[src/rtl/ls191a_updown_counter.sv]
// ----------------------------------------------------------------------------
// ls191a_updown_counter
//
// Presettable synchronous up/down binary counter in the style of the LS191.
// Stages cascade through ENT (trickle enable in) and RCO (ripple carry/borrow
// out) so that several counters on one clock behave as one wider counter.
// With RELOAD_EN set, the counter reloads the preset value at terminal count
// instead of wrapping, which turns it into a programmable divider.
//
// Parameters:
//   WIDTH      counter width in bits (>= 2)
//   RELOAD_EN  1 = reload D at terminal count, 0 = wrap modulo 2^WIDTH
//
// Ports:
//   CLK      in   rising-edge clock
//   CLR      in   asynchronous clear, active high
//   D        in   parallel preset value
//   LOAD_n   in   synchronous parallel load, active low (highest priority)
//   CTEN_n   in   local count enable, active low
//   ENT      in   trickle enable from the previous stage's RCO, active high
//   DU       in   direction: 0 = up, 1 = down
//   Q        out  counter value
//   MAX_MIN  out  terminal-count flag for the current direction
//   RCO      out  ripple carry/borrow to the next stage
//   WRAP     out  registered one-cycle pulse after a terminal-count event
// ----------------------------------------------------------------------------
module ls191a_updown_counter #(
    parameter int WIDTH     = 4,
    parameter bit RELOAD_EN = 1'b0
) (
    input  logic             CLK,
    input  logic             CLR,
    input  logic [WIDTH-1:0] D,
    input  logic             LOAD_n,
    input  logic             CTEN_n,
    input  logic             ENT,
    input  logic             DU,
    output logic [WIDTH-1:0] Q,
    output logic             MAX_MIN,
    output logic             RCO,
    output logic             WRAP
);

    localparam logic [WIDTH-1:0] ALL_ONES = {WIDTH{1'b1}};
    localparam logic [WIDTH-1:0] ONE      = WIDTH'(1);

    logic [WIDTH-1:0] q_q;
    logic [WIDTH-1:0] q_d;
    logic             wrap_q;
    logic             wrap_d;

    logic             count_en;
    logic             max_min;

    // Terminal count depends only on the value and the direction, so a change
    // of DU is reflected on MAX_MIN/RCO in the same cycle.
    always_comb begin
        count_en = ~CTEN_n & ENT;
        max_min  = DU ? (q_q == '0) : (q_q == ALL_ONES);
    end

    // Load is tested first and on its own so that unknown direction or enable
    // inputs cannot disturb the value being loaded.
    always_comb begin
        q_d    = q_q;
        wrap_d = 1'b0;
        if (!LOAD_n) begin
            q_d = D;
        end else if (count_en) begin
            wrap_d = max_min;
            if (max_min && RELOAD_EN) begin
                q_d = D;
            end else if (DU) begin
                q_d = q_q - ONE;
            end else begin
                q_d = q_q + ONE;
            end
        end
    end

    always_ff @(posedge CLK or posedge CLR) begin
        if (CLR) begin
            q_q    <= '0;
            wrap_q <= 1'b0;
        end else begin
            q_q    <= q_d;
            wrap_q <= wrap_d;
        end
    end

    assign Q       = q_q;
    assign MAX_MIN = max_min;
    assign RCO     = max_min & count_en;
    assign WRAP    = wrap_q;

endmodule

[config.mk]
export PLATFORM = sky130hd
export DESIGN_NAME = ls191a_updown_counter
export DESIGN_NICKNAME = d
export VERILOG_FILES = /design/src/rtl/ls191a_updown_counter.sv
export SDC_FILE = /design/constraint.sdc
export NUM_CORES = 1
export LEC_CHECK = 0
export CAP_MARGIN = 30
export CORE_AREA = 2 2 39 41
export DETAILED_ROUTE_END_ITERATION = 12
export DIE_AREA = 0 0 41 43
export SLEW_MARGIN = 20
export SYNTH_ARGS = -nofsm -noshare
export SYNTH_HDL_FRONTEND = slang
export SYNTH_SLANG_ARGS = --single-unit
[constraint.sdc]
create_clock -name CLK -period 3.5 [get_ports CLK]
set_clock_uncertainty 0.15 [all_clocks]
set_input_delay 0.7 -clock CLK [delete_from_list [all_inputs] [get_ports CLK]]
set_output_delay 0.7 -clock CLK [all_outputs]
set_load 0.005 [all_outputs]
==> results.tsv, run 1 <==
metric	value	unit
setup_tns	0	ps
worstHoldPathType	reg -> reg	
critPathMaxStageDelay	520	ps
avgViaCountPerCell	4.47	
postSynthAreaPerCell	8.79	µm²
worst_slack	525	ps
cts-buffers-inserted	3	
netlist.area_leader.share	34.7	%
critPathCaptureType	primary output	
clock-sinks	5	
ioPinCount	17	
clk_path_buf_depth	2	
die_height	43	µm
synth_top_area_cell	dfrtp_1	
async_flop_share	100	%
grt_pass1_vias	327	
rsz0062_at_grt	no	
crit_chain	clkdlybuf4s50_1 -> inv_1 -> nand3_1 -> a21oi_1 -> clkdlybuf4s50_1	
routedWlPerCell	10.2	µm
hold_violations	0	
synth_seq_cells	5	
critical_path_class	in -> out	
dp_worst_setup_slack	505	ps
fin_crit	2970	ps
cts_tree	done	
worst_pin_slew	282	ps
p_leak	0.247	nW
synth.area.top_cells	dfrtp_1 (35%), a21oi_1 (8.3%), ha_1 (6.9%), fa_1 (5.6%), nand3_1 (4.2%)	
crit_arrival	2120	ps
fp.coreArea	1380	µm²
grt_max_degree	9	
overflow	0	
nFillCells	148	
seq_area	125	µm²
multi_input_area	205	µm²
drtIter0Drc	4	
cp.required	2650	ps
ys_warn_count	0	
finalCritPeriodShare	85.0	%
dr.pass1.iters	3	
vias	335	
netlist_top_cells_count	a21oi_1 (6), dfrtp_1 (5), inv_1 (4), nor2_1 (4), nand3_1 (3)	
area_delta_synth_final	53.1	%
cts_setup_buffers	0	
insertion_delay	250	ps
die_x	41	µm
antenna_cells	0	
cpMostUsedCell	clkdlybuf4s50_1	
ir_worst_vdd	130	µV
path_max_fanout	4	
p_per_area	371	nW/µm²
reg2reg_from	Q[2]	
endpoint	RCO	
synthCells	41	
dieArea	1760	µm²
cts_max_level	1	
worstReg2RegEnd	Q[3]	
ys.flop_type	dfrtp_1	
antenna_found_initial	0	
postRouteAntennaNets	0	
synth_cell_types	21	
drv_slew	0	
place.gp.congestion	0.717	
grt_util_all_layers	11.5	%
drive_gt1_share	8.47	%
syn_nets	54	
seq_area_frac_synth	34.7	%
hpwl	627	µm
grt_pass1_wl	1.34	mm
max_freq	336	MHz
ctsHoldBuffers	0	
critPathLaunchType	input port	
drt-total-wl	768	µm
root_buffer	clkbuf_4	
cts_resized	0	
netlist_area	360	µm²
maxSlewHeadroom	81.1	%
slowest_stage	clkdlybuf4s50_1	
path_clk_slew	50	ps
final-setup-viol-count	0	
cp-startpoint	DU	
std_cell_rows	14	
port-buffer-count	16	
holdWs	460	ps
rrSetupSlack	1560	ps
start_util	26.0	%
maxCapViolCount	0	
r2r_cells	5	
synthMostInstantiatedCell	a21oi_1	
drc	0	
nets	73	
status	finished clean	
synth_edf_count	0	
critical path, delay by kind of cell:
family,cells,cell delay [ps]
buffers and inverters,3,1140
and+or+nand+nor,1,110
AOI/OAI and AO/OA,1,180
cells in the final DEF, fill, tap and decap left out, types with 2 or more instances in the layout:
cell type        netlist  layout
clkdlybuf4s50_1        0      16
dfrtp_1                5       5
ha_1                   2       2
nand3_1                3       3
a21oi_1                6       6
inv_1                  4       4
nor2_1                 4       4
and3_1                 2       2
nand2_1                2       2
clkbuf_4               0       3
stage by stage:
| stage | power, mW | utilization [%] | cells | cell area, µm² |
|---|---|---|---|---|
| after detailed placement | 0.136 | 38.0 | 71 | 526 |
| after floorplan | 0.106 | - | 41 | 360 |
| after CTS | 0.208 | 39.9 | 75 | 552 |
| final | 0.205 | 39.9 | 75 | 552 |
| after global routing | 0.222 | 39.9 | 75 | 552 |
| after global placement | 0.135 | 38.0 | 71 | 526 |
state kept, by name (all words and copies together), names as in the netlist:
| signal | cells |
|---|---|
| WRAP | 1 |
| Q | 4 |
layout make-up:
cell class                 instances  share of cell area (%)
multi-input combinational         30                    37.2
inverter                           4                    2.72
timing repair buffer              16                    29.0
tap                               16                    3.63
sequential                         5                    22.7
clock buffer                       4                    4.76
where the power goes:
part	total [mW]	internal (mW)	switching (mW)
Clock	0.0711	0.0434	0.0277
Combinational	0.0626	0.0369	0.0256
Sequential	0.0710	0.0638	0.00717
Total	0.205	0.144	0.0606
worst min path at each step:
stage,cells after the start,startpoint,endpoint
after CTS,2,Q[3],Q[3]
after floorplan,1,CLR,Q[0]
after global placement,2,Q[3],Q[3]
after global routing,2,Q[3],Q[3]
final,2,Q[3],Q[3]
after detailed placement,2,Q[3],Q[3]
cell families (layout without fill, tap and decap cells):
| group | count (synthesis) | count (layout) | synth area share, % |
|---|---|---|---|
| simple gates | 15 | 15 | 22.9 |
| buf+inv | 6 | 24 | 8.33 |
| flops | 5 | 5 | 34.7 |
| fa+ha+maj | 3 | 3 | 12.5 |
| xor+xnor | 2 | 2 | 4.86 |
| compound gates | 9 | 9 | 13.5 |
| mux | 1 | 1 | 3.12 |
per-layer routing:
metal	global-route usage [%]	vias up	wire, µm
met1	14.1	150	343
met4	6.00	0	0
met3	4.71	0	37
li1	-	176	-
met5	0	-	0
met2	16.6	9	387
Note: power is estimated with default switching activity, not from simulation.
==> inputs of run 2 (changes only) <==
Clock period 3.5 ns to 2.7 ns, I/O delays scaled along.
==> run 2 against run 1 <==
Compared with the run above: wire length rose by 4.6%; non-clock buffer count rose by 1; utilization rose by 0.54 points; largest cell class unchanged.
==> results.tsv, run 2 (same netlist as run 1, synthesis figures left out) <==
metric	value	unit
root_buffer	clkbuf_4	
cts_setup_buffers	0	
final-setup-viol-count	0	
final_area	559	µm²
die_x	41	µm
drtIter0Drc	6	
clock-sinks	5	
nFillCells	156	
avgViaCountPerCell	4.64	
routedWlPerCell	10.6	µm
overflow	0	
path_max_fanout	4	
final_common_cell	clkdlybuf4s50_1	
drt-total-wl	803	µm
critPathCaptureType	primary output	
seq_area	125	µm²
critical_path_class	in -> out	
met3_length	30	µm
finalCritPeriodShare	95.3	%
drc	0	
cts-buffers-inserted	3	
setup_tns	0	ps
largest_register_ff_count	4	
grt_pass1_wl	1.28	mm
rrSetupSlack	750	ps
fin_crit	2570	ps
rsz0062_at_grt	no	
nets	74	
antenna_cells	0	
cp.required	2010	ps
final_util	40.4	%
worstReg2RegEnd	Q[3]	
grt_pass1_vias	336	
route.met2.wl	427	µm
cts_tree	done	
top_layer_used	met3	
clk_path_buf_depth	2	
r2r_cells	5	
worstHoldPathType	in -> async	
postRouteAntennaNets	0	
path_clk_slew	50	ps
multi_input_area	205	µm²
cts_resized	0	
drv_slew	0	
ctsHoldBuffers	0	
place.gp.congestion	0.702	
maxCapViolCount	0	
reg2reg_from	Q[2]	
max_freq	389	MHz
power	0.264	mW
place_area	533	µm²
vias	353	
die_height	43	µm
dieArea	1760	µm²
mostFrequentLayoutCells	clkdlybuf4s50_1 (16), a21oi_1 (6), dfrtp_1 (5)	
hpwl	686	µm
drive_gt1_share	10.0	%
cp-startpoint	DU	
fin_cells	76	
met1_length	345	µm
maxSlewHeadroom	82.0	%
crit_arrival	1880	ps
antenna_found_initial	0	
insertion_delay	240	ps
cts_max_level	1	
std_cell_rows	14	
status	finished clean	
p_per_area	472	nW/µm²
start_util	26.0	%
critPathLaunchType	input port	
area_delta_synth_final	55.2	%
grt_max_degree	9	
post-place-cells	72	
fp.coreArea	1380	µm²
grt_util_all_layers	11.1	%
worst_pin_slew	269	ps
ioPinCount	17	
ir_worst_vdd	152	µV
p_leak	0.252	nW
port-buffer-count	16	
dr.pass1.iters	2	
hold_violations	0	
## run 2: per-layer routing
metal | vias to the layer above | GRT usage [%]
met4 | 0 | 6.00
met3 | 0 | 4.71
met5 | - | 0
met2 | 11 | 16.9
met1 | 164 | 12.3
li1 | 178 | -
## run 2: report_power, final
group | leakage [nW] | switching, mW | internal [mW] | total (mW)
combinational | 0.177 | 0.0333 | 0.0491 | 0.0824
sequential | 0.0596 | 0.00986 | 0.0828 | 0.0926
clock | 0.0150 | 0.0332 | 0.0560 | 0.0892
## run 2: worst max path at each step
stage                     endpoint  slack [ps]
after floorplan               Q[3]         770
after global placement         RCO         110
after detailed placement       RCO         110
after CTS                      RCO         110
after global routing           RCO          10
final                          RCO         130
## run 2: cell type report
type,instances,area share [%]
clock buffers,4,4.70
inverters,4,2.68
multi-input cells,30,36.7
flip-flops and latches,5,22.4
well taps,16,3.58
repair buffers,17,30.0
## run 2: worst max-delay path: stages
cell and delay, ps:
clkdlybuf4s50_1 460, inv_1 100, nand3_1 90, a21oi_1 170, clkdlybuf4s50_1 520
## run 2: through the flow
stage,hold WS (ps),setup slack [ps]
final,350,127
after detailed placement,451,108
after global placement,450,107
after global routing,380,13.8
after CTS,354,106
after floorplan,169,768
